$ cat src/rtl/mult_div_unit.sv
// mult_div_unit: iterative multiply/divide unit owning the HI/LO result registers.
//
// Multiply is radix-2 shift-add and divide is restoring division. Both work on
// operand magnitudes, retire one bit per cycle for WIDTH cycles, and fix up the
// result signs on the final iteration edge.
//
// Ports:
//   clk       in   clock, rising edge
//   reset     in   synchronous active-high reset
//   start     in   operation request, only looked at in IDLE
//   op        in   0 = multiply, 1 = divide
//   sign      in   1 = signed operands, 0 = unsigned
//   a         in   multiplicand / dividend (WIDTH)
//   b         in   multiplier / divisor (WIDTH)
//   busy      out  operation in progress (MULT, DIV, DONE)
//   done      out  one-cycle completion pulse
//   div_zero  out  one-cycle pulse alongside done when the divisor was zero
//   hi        out  product upper half / remainder (WIDTH)
//   lo        out  product lower half / quotient (WIDTH)
//
// state | meaning
// ------+--------------------------------------------------------------
// IDLE  | waiting for start; hi/lo hold the last result
// MULT  | shift-add iterations, one multiplier bit per cycle
// DIV   | restoring-division iterations, one quotient bit per cycle
// DONE  | one-cycle completion (done, plus div_zero when flagged)
module mult_div_unit #(
  parameter int WIDTH = 32,
  parameter int CNT_W = 6
) (
  input  logic             clk,
  input  logic             reset,
  input  logic             start,
  input  logic             op,
  input  logic             sign,
  input  logic [WIDTH-1:0] a,
  input  logic [WIDTH-1:0] b,
  output logic             busy,
  output logic             done,
  output logic             div_zero,
  output logic [WIDTH-1:0] hi,
  output logic [WIDTH-1:0] lo
);

  if ((2 ** CNT_W) <= WIDTH) begin : g_cnt_w_check
    $error("mult_div_unit: CNT_W too small to count WIDTH iterations");
  end

  typedef enum logic [1:0] {
    IDLE = 2'd0,
    MULT = 2'd1,
    DIV  = 2'd2,
    DONE = 2'd3
  } state_t;

  state_t             state;
  state_t             state_nxt;
  logic [CNT_W-1:0]   cnt;
  logic [WIDTH-1:0]   opnd;       // multiplicand magnitude or divisor magnitude
  logic [2*WIDTH-1:0] acc;        // mult: {partial sum, multiplier}; div: {remainder, dividend/quotient}
  logic               neg_res;    // product / quotient must be negated
  logic               neg_rem;    // remainder must be negated
  logic               dz_flag;

  logic [WIDTH-1:0]   mag_a;
  logic [WIDTH-1:0]   mag_b;
  logic               last_iter;

  logic [WIDTH:0]     mul_sum;
  logic [2*WIDTH-1:0] mul_next;
  logic [WIDTH:0]     div_shift;
  logic [WIDTH:0]     div_diff;
  logic [2*WIDTH-1:0] div_next;
  logic [2*WIDTH-1:0] acc_step;

  logic [2*WIDTH-1:0] prod_fix;
  logic [WIDTH-1:0]   quo_fix;
  logic [WIDTH-1:0]   rem_fix;

  // The most-negative value maps to itself under negation, which still reads
  // correctly as an unsigned magnitude of 2^(WIDTH-1).
  assign mag_a = (sign && a[WIDTH-1]) ? -a : a;
  assign mag_b = (sign && b[WIDTH-1]) ? -b : b;

  assign last_iter = (cnt == CNT_W'(WIDTH - 1));

  // One shift-add step: add the multiplicand into the upper half when the
  // current multiplier bit is set, then shift the whole accumulator right.
  assign mul_sum  = {1'b0, acc[2*WIDTH-1:WIDTH]} + (acc[0] ? {1'b0, opnd} : {(WIDTH+1){1'b0}});
  assign mul_next = {mul_sum, acc[WIDTH-1:1]};

  // One restoring-division step: shift the next dividend bit into the
  // remainder and subtract the divisor if it fits.
  assign div_shift = {acc[2*WIDTH-1:WIDTH], acc[WIDTH-1]};
  assign div_diff  = div_shift - {1'b0, opnd};
  assign div_next  = div_diff[WIDTH] ? {div_shift[WIDTH-1:0], acc[WIDTH-2:0], 1'b0}
                                     : {div_diff[WIDTH-1:0],  acc[WIDTH-2:0], 1'b1};

  assign acc_step = (state == MULT) ? mul_next : div_next;

  assign prod_fix = neg_res ? -acc_step : acc_step;
  assign quo_fix  = neg_res ? -acc_step[WIDTH-1:0] : acc_step[WIDTH-1:0];
  assign rem_fix  = neg_rem ? -acc_step[2*WIDTH-1:WIDTH] : acc_step[2*WIDTH-1:WIDTH];

  always_ff @(posedge clk) begin
    if (reset) begin
      state <= IDLE;
    end else begin
      state <= state_nxt;
    end
  end

  always_comb begin
    state_nxt = state;
    busy      = 1'b0;
    done      = 1'b0;
    div_zero  = 1'b0;
    case (state)
      IDLE: begin
        if (start) begin
          if (!op) begin
            state_nxt = MULT;
          end else if (b == '0) begin
            state_nxt = DONE;
          end else begin
            state_nxt = DIV;
          end
        end
      end
      MULT, DIV: begin
        busy = 1'b1;
        if (last_iter) begin
          state_nxt = DONE;
        end
      end
      DONE: begin
        busy      = 1'b1;
        done      = 1'b1;
        div_zero  = dz_flag;
        state_nxt = IDLE;
      end
      default: state_nxt = IDLE;
    endcase
  end

  always_ff @(posedge clk) begin
    if (reset) begin
      cnt     <= '0;
      opnd    <= '0;
      acc     <= '0;
      neg_res <= 1'b0;
      neg_rem <= 1'b0;
      dz_flag <= 1'b0;
      hi      <= '0;
      lo      <= '0;
    end else begin
      case (state)
        IDLE: begin
          if (start) begin
            cnt     <= '0;
            neg_res <= sign & (a[WIDTH-1] ^ b[WIDTH-1]);
            neg_rem <= sign & a[WIDTH-1];
            dz_flag <= op && (b == '0);
            if (op) begin
              opnd <= mag_b;
              acc  <= {{WIDTH{1'b0}}, mag_a};
            end else begin
              opnd <= mag_a;
              acc  <= {{WIDTH{1'b0}}, mag_b};
            end
          end
        end
        MULT, DIV: begin
          acc <= acc_step;
          if (last_iter) begin
            cnt <= '0;
            if (state == MULT) begin
              {hi, lo} <= prod_fix;
            end else begin
              hi <= rem_fix;
              lo <= quo_fix;
            end
          end else begin
            cnt <= cnt + CNT_W'(1);
          end
        end
        DONE: begin
          dz_flag <= 1'b0;
        end
        default: ;
      endcase
    end
  end

endmodule

$ cat config.mk
export PLATFORM = sky130hd
export DESIGN_NAME = mult_div_unit
export DESIGN_NICKNAME = d
export VERILOG_FILES = /design/src/rtl/mult_div_unit.sv
export SDC_FILE = /design/constraint.sdc
export NUM_CORES = 1
export LEC_CHECK = 0
export ABC_AREA = 1
export ABC_CLOCK_PERIOD_IN_PS = 3850
export BUFFER_PORTS_ARGS = -buffer_cell sky130_fd_sc_hd__buf_2
export CORE_MARGIN = 8
export CORE_UTILIZATION = 49
export DETAILED_ROUTE_END_ITERATION = 12
export PLACE_DENSITY = 0.7
export SLEW_MARGIN = 30
export SYNTH_ARGS = -nofsm -noshare
export SYNTH_HDL_FRONTEND = slang
export SYNTH_SLANG_ARGS = --single-unit
export TNS_END_PERCENT = 10
$ cat constraint.sdc
create_clock -name clk -period 3.85 [get_ports clk]
set_input_delay 0.77 -clock clk [delete_from_list [all_inputs] [get_ports clk]]
set_output_delay 0.77 -clock clk [all_outputs]
set_load 0.01 [all_outputs]
==> impl_metrics.csv, run 1 <==
group,metric,value,unit
synth,ys_warn_count,0,
drt,wire_per_inst,18.5,µm
synth,synth.most_common_cell,"nand2_1",
setup_path,start_kind,"flop",
power_and_ir_drop,p_per_area,963,nW/µm²
sta,setup-violations-final,24,
floorplan,num_rows,68,
floorplan,die_area,41000,µm²
synth,yosysSeqAreaShare,0.201,
grt,grt_max_degree,70,
synth,ys_ff_latch,171,
drt,num_vias,21700,
setup_path,critPathRequiredTime,4.19,ns
min_path,hp-start,"lo[2]",
cts,h-tree-depth,4,
floorplan,coreArea,34400,µm²
synth,synth_enable_flop_cells,0,
setup_path,max_stage_delay,0.35,ns
finish,num-nets-final,3570,
setup_path,timing.rr.start,"acc[31]",
sta,maxSlewHeadroom,0.344,
synth,ys_top_cells_by_area,"dfxtp_1, nand2_1, inv_1, nor2_1, a21oi_1",
sta,drv_slew,0,
sta,fmax,244,MHz
drt,wirelength,72100,µm
drt,viasPerCell,5.57,
power_and_ir_drop,power_leakage,0.0116,µW
synth,synthArstFlopShare,0,
synth,synth_area,17100,µm²
finish,multiInputGateArea,12100,µm²
run_status,violations,"negative setup slack",
synth,syn_inst,2971,
place,hpwlAfterDp,56700,µm
sta,timing.final.crit_share,1.06,
cts,path_clk_slew,0.08,ns
finish,finalNonFillerCells,3894,
finish,fill_cells,3294,
cts,clock-sinks,171,
min_path,whs_endpoint,"lo[2]",
grt,grt_pass1_wl,111000,µm
sta,fin_crit,4.09,ns
sta,rsz0062_at_grt,"true",
grt,grt.overflow.total,0,
setup_path,reg2reg_depth,31,
synth,synth_top_cell_by_area,"dfxtp_1",
power_and_ir_drop,ir_drop,0.656,mV
place,io_buffers,135,
drt,drc,0,
min_path,holdCritPathClass,"flop to flop",
place,place_area,20700,µm²
synth,ys_types,53,
setup_path,worst-r2r-setup-slack,-0.24,ns
grt,antenna_found_initial,0,
run,drv_cap,0,
place,gp_congestion,1.01,
setup_path,crit_fanout,3,
synth,synth_common_cells,"nand2_1, inv_1, nor2_1",
sta,worst_pin_slew,0.983,ns
grt,grt_pass1_vias,20300,
floorplan,initial_utilization,0.496,
drt,ant_nets,0,
cts,cts_buffers,17,
cts,root_buffer,"clkbuf_16",
run_status,outcome,"finished, violations left",
setup_path,cp_slowest_cell,"fa_2",
setup_path,cp-startpoint,"acc[31]",
sta,skew,0.0196,ns
floorplan,die_y,203,µm
cts,clockBufferDepth,2,
min_path,holdPathStages,2,
setup_path,cp_common_cell,"nand2_4",
place,dp_cells,3824,
finish,area_delta_synth_final,30.0,%
finish,fin_area,22200,µm²
floorplan,fp.dieW,203,µm
finish,register_area,3440,µm²
cts,worstSkewPairLatency,0.46,ns
synth,synth_area_per_cell,5.74,µm²
cts,tritoncts,"done",
setup_path,arrival,4.43,ns
synth,synth_top_area_frac,0.201,
finish,n_antenna_cell,0,
drt,drt_iter0_markers,2431,
synth,synth_fp_nets,3115,
finish,drive_gt1_frac,0.230,
drt,dr.pass1.iters,6,
sta,setup_ws,-0.242,ns
sta,hold_viol_final,0,
setup_path,timing.rr.end,"lo[30]",
synth,synth_ff_type,"dfxtp_1",
floorplan,io_pins,136,
grt,track_usage,0.337,
setup_path,path_class,"flop to flop",
setup_path,cp-end-kind,"flop",
-- cells by family (layout without fill, tap and decap cells) --
group	after synthesis	in the layout	share of synthesized area
multiplexers	5	5	0.00293
AO/OA/AOI/OAI	553	553	0.186
AND/OR/NAND/NOR	1554	1554	0.387
adder cells (fa/ha/maj)	75	75	0.0559
XOR/XNOR	98	98	0.0503
buffers and inverters	515	983	0.117
flip-flops	171	171	0.201
-- how the worst max path moves through the flow --
| stage | depth (start not counted) | slack (ns) | to |
|---|---|---|---|
| 3_5_place_dp | 33 | -0.48 | hi[30] |
| 6_report | 31 | -0.24 | lo[30] |
| 4_1_cts | 33 | -0.31 | hi[30] |
| 5_1_grt | 34 | -0.43 | hi[20] |
| 2_1_floorplan | 33 | 0.02 | hi[20] |
| 3_3_place_gp | 33 | -0.29 | hi[30] |
-- metrics by stage --
step	power (µW)	util	worst slack (ns)	TNS (ns)	hold slack, ns
global route	22900	0.645	-0.433	-10.24	0.523
detailed placement	18000	0.603	-0.478	-6.70	0.453
global placement	17900	0.603	-0.293	-2.27	0.457
finish	21400	0.645	-0.242	-2.61	0.501
floorplan	11700	-	0.0220	0	0.458
CTS	20600	0.636	-0.309	-2.74	0.466
-- critical path, delay by kind of cell, from the launching register on --
kind	cells	cell delay [ns]
AOI/OAI and AO/OA	2	0.31
xor gates and xnor gates	1	0.14
adders and majority gates	3	0.64
buffers and inverters	8	0.86
DFF	1	0.34
and+or+nand+nor	17	1.64
-- power by group --
| part | switching [µW] | internal, µW |
|---|---|---|
| registers | 250 | 2090 |
| logic | 10700 | 6340 |
| clock network | 933 | 1010 |
-- what timing repair did --
action / in CTS / in global routing
hold endpoints to repair: 0 / 0
pin swaps: 22 / 29
setup buffers: 27 / 11
gates resized for setup: 57 / 54
cloned: 0 / 0
hold buffers: 0 / 0
setup endpoints to repair: 32 / 38
-- layout make-up --
class                           count  share of cell area
Timing Repair Buffer              552               0.175
Multi-Input combinational cell   2285               0.547
Clock buffer                       17              0.0192
Tap cell                          455              0.0257
Sequential cell                   171               0.155
Clock inverter                     15              0.0101
Inverter                          399              0.0677
-- cell usage in the layout (no fill, tap or decap), types with 55 or more instances in the layout --
cell type	count
a21oi_1	198
inv_1	374
nand3_1	186
o211ai_1	61
o21ai_0	165
xor2_1	63
ha_1	55
buf_4	409
dfxtp_1	154
buf_2	135
nor2_1	265
nand2_1	884
-- registers in the layout, summed over array words and instances, names as in the netlist --
signal	count
acc	64
cnt	6
dz_flag	1
hi	32
lo	32
neg_rem	1
neg_res	1
opnd	32
state	2
-- per-layer routing --
layer,track usage,up-vias,part of all wire
met4,0.157,0,0.050
met3,0.0418,189,0.080
met1,0.444,9919,0.43
met2,0.542,1080,0.44
li1,-,10500,-
met5,0,-,0
Note: power is estimated with default switching activity, not from simulation.
==> run 2: changes to the inputs <==
--- a/config.mk
+++ b/config.mk
@@ -8,7 +8,7 @@
 export ABC_AREA = 1
 export ABC_CLOCK_PERIOD_IN_PS = 3850
 export BUFFER_PORTS_ARGS = -buffer_cell sky130_fd_sc_hd__buf_2
-export CORE_MARGIN = 8
+export CORE_MARGIN = 2
 export CORE_UTILIZATION = 49
 export DETAILED_ROUTE_END_ITERATION = 12
 export PLACE_DENSITY = 0.7
==> run 2 against run 1 <==
- the run still ends with negative setup slack left
- clock skew hardly changed
- via count up 1.0%
- sequential power about the same
- combinational power up 2%
- sequential share of layout area decreased by 0.21 points
- clock-buffer cell count stayed put
- register-to-register slack better by 0.02 ns
- total power rose by 1.8%
- clock power fell by 3%
- sequential cell count unchanged
==> impl_metrics.csv, run 2 (synthesis results as in run 1) <==
group,metric,value,unit
setup_path,cp_common_cell,"nand2_4",
finish,fill_cells,3197,
drt,dr.pass1.iters,6,
place,hpwlAfterDp,55300,µm
setup_path,cp_slowest_cell,"dfxtp_2",
cts,root_buffer,"clkbuf_16",
run,drv_cap,0,
place,io_buffers,135,
drt,drt_iter0_markers,2270,
floorplan,initial_utilization,0.496,
setup_path,crit_fanout,3,
cts,worstSkewPairLatency,0.47,ns
grt,grt_pass1_vias,20300,
power_and_ir_drop,ir_drop,0.834,mV
grt,antenna_found_initial,0,
finish,multiInputGateArea,12200,µm²
drt,wire_per_inst,18.0,µm
setup_path,timing.rr.end,"hi[22]",
cts,path_clk_slew,0.09,ns
drt,ant_nets,0,
power_and_ir_drop,p_sw,12000,µW
finish,drive_gt1_frac,0.236,
floorplan,die_area,36300,µm²
power_and_ir_drop,combinationalPowerShare,0.807,
min_path,holdCritPathClass,"flop to flop",
sta,worst_pin_slew,0.890,ns
power_and_ir_drop,pwr-share-clk,0.087,
setup_path,critPathRequiredTime,4.24,ns
sta,fmax,245,MHz
floorplan,num_rows,68,
sta,timing.final.crit_share,1.06,
finish,num-nets-final,3602,
setup_path,worst-r2r-setup-slack,-0.23,ns
floorplan,coreArea,34400,µm²
power_and_ir_drop,switching_share,0.554,
power_and_ir_drop,power_leakage,0.0117,µW
power_and_ir_drop,intPower,9700,µW
drt,viasPerCell,5.58,
setup_path,cp-startpoint,"opnd[9]",
cts,clockBufferDepth,2,
cts,h-tree-depth,4,
finish,register_area,3440,µm²
setup_path,timing.rr.start,"opnd[9]",
setup_path,arrival,4.46,ns
floorplan,die_y,191,µm
sta,drv_slew,0,
sta,maxSlewHeadroom,0.406,
finish,fin_util,0.652,
grt,grt_pass1_wl,109000,µm
drt,drc,0,
setup_path,max_stage_delay,0.34,ns
cts,ctsHoldBuffers,0,
sta,skew,0.0197,ns
floorplan,fp.dieW,191,µm
sta,setup_ws,-0.227,ns
setup_path,cp-end-kind,"flop",
grt,grt_max_degree,76,
setup_path,start_kind,"flop",
setup_path,path_class,"flop to flop",
cts,clock-sinks,171,
drt,wirelength,70800,µm
finish,area_delta_synth_final,31.4,%
power_and_ir_drop,seqPwrFrac,0.107,
finish,layout_common_cells,"nand2_1, buf_4, inv_1",
run_status,violations,"negative setup slack",
place,gp_congestion,1.01,
finish,final_common_cell,"nand2_1",
sta,setup-violations-final,19,
finish,n_antenna_cell,0,
sta,rsz0062_at_grt,"true",
finish,top_register,"acc",
setup_path,reg2reg_depth,33,
finish,largest_register_ffs,64,
sta,hold_viol_final,0,
floorplan,io_pins,136,
power_and_ir_drop,p_per_area,971,nW/µm²
run_status,outcome,"finished, violations left",
drt,num_vias,21900,
grt,track_usage,0.385,
setup_path,crit_path_end,"hi[22]",
sta,finalSetupTns,-2.81,ns
cts,tritoncts,"done",
cts,cts_buffers,17,
grt,grt.overflow.total,0,
sta,fin_crit,4.08,ns
run 2: changes by cell type in the layout (fill, tap and decap cells not counted), moves of 3 or more:
| cell | previous run | this run |
|---|---|---|
| nand2_2 | 51 | 54 |
| dfxtp_2 | 17 | 10 |
| nor2_2 | 26 | 23 |
| dfxtp_1 | 154 | 161 |
| buf_4 | 409 | 440 |
| o21ai_1 | 17 | 20 |
| o21ai_0 | 165 | 160 |
run 2: how the worst min path moves through the flow:
stage,startpoint,slack (ns),end,depth (start not counted)
detailed placement,lo[2],0.47,lo[2],2
global placement,lo[2],0.47,lo[2],2
finish,lo[2],0.48,lo[2],2
CTS,lo[2],0.48,lo[2],2
global route,lo[2],0.51,lo[2],2
floorplan,cnt[1],0.46,cnt[1],2
run 2: stage by stage:
step	instances	hold WS [ns]	area, µm²	power, µW	setup slack [ns]
6_report	3926	0.482	22400	21700	-0.227
5_1_grt	3926	0.510	22400	23200	-0.380
4_1_cts	3915	0.481	22100	20800	-0.158
3_5_place_dp	3847	0.469	20900	18300	-0.295
3_3_place_gp	3847	0.465	20900	18200	-0.172
2_1_floorplan	2971	0.458	17100	11700	0.0220
run 2: critical path: cells and delay by family, from the launching register on:
| family | cells | cell delay, ns |
|---|---|---|
| buf+inv | 6 | 0.58 |
| flops | 1 | 0.34 |
| fa+ha+maj | 2 | 0.38 |
| compound gates | 3 | 0.46 |
| simple gates | 22 | 2.24 |
run 2: layout make-up:
class,instances,area share
clock inverters,15,0.00854
inverters,399,0.0670
clock buffers,17,0.0190
repair buffers,584,0.184
multi-input cells,2285,0.542
well taps,455,0.0254
flip-flops and latches,171,0.153
run 2: timing repair:
action                                  CTS  global route
pin swaps                                25            24
gates resized for setup                  60            52
endpoints found under the setup margin   28            40
gates cloned                              0             0
buffers inserted                         36            11
run 2: layer usage:
layer	routed length, µm	global-route usage
met4	3020	0.160
met3	5650	0.0455
met2	32000	0.622
met1	30200	0.519
met5	0	0
run 2: power groups by stage:
stage               clock (µW)  combinational, µW  sequential (µW)
finish                    1880              17500             2320
global route              1940              18900             2350
CTS                       1880              16600             2300
detailed placement           0              16000             2330
global placement             0              15900             2310
floorplan                    0               9380             2290
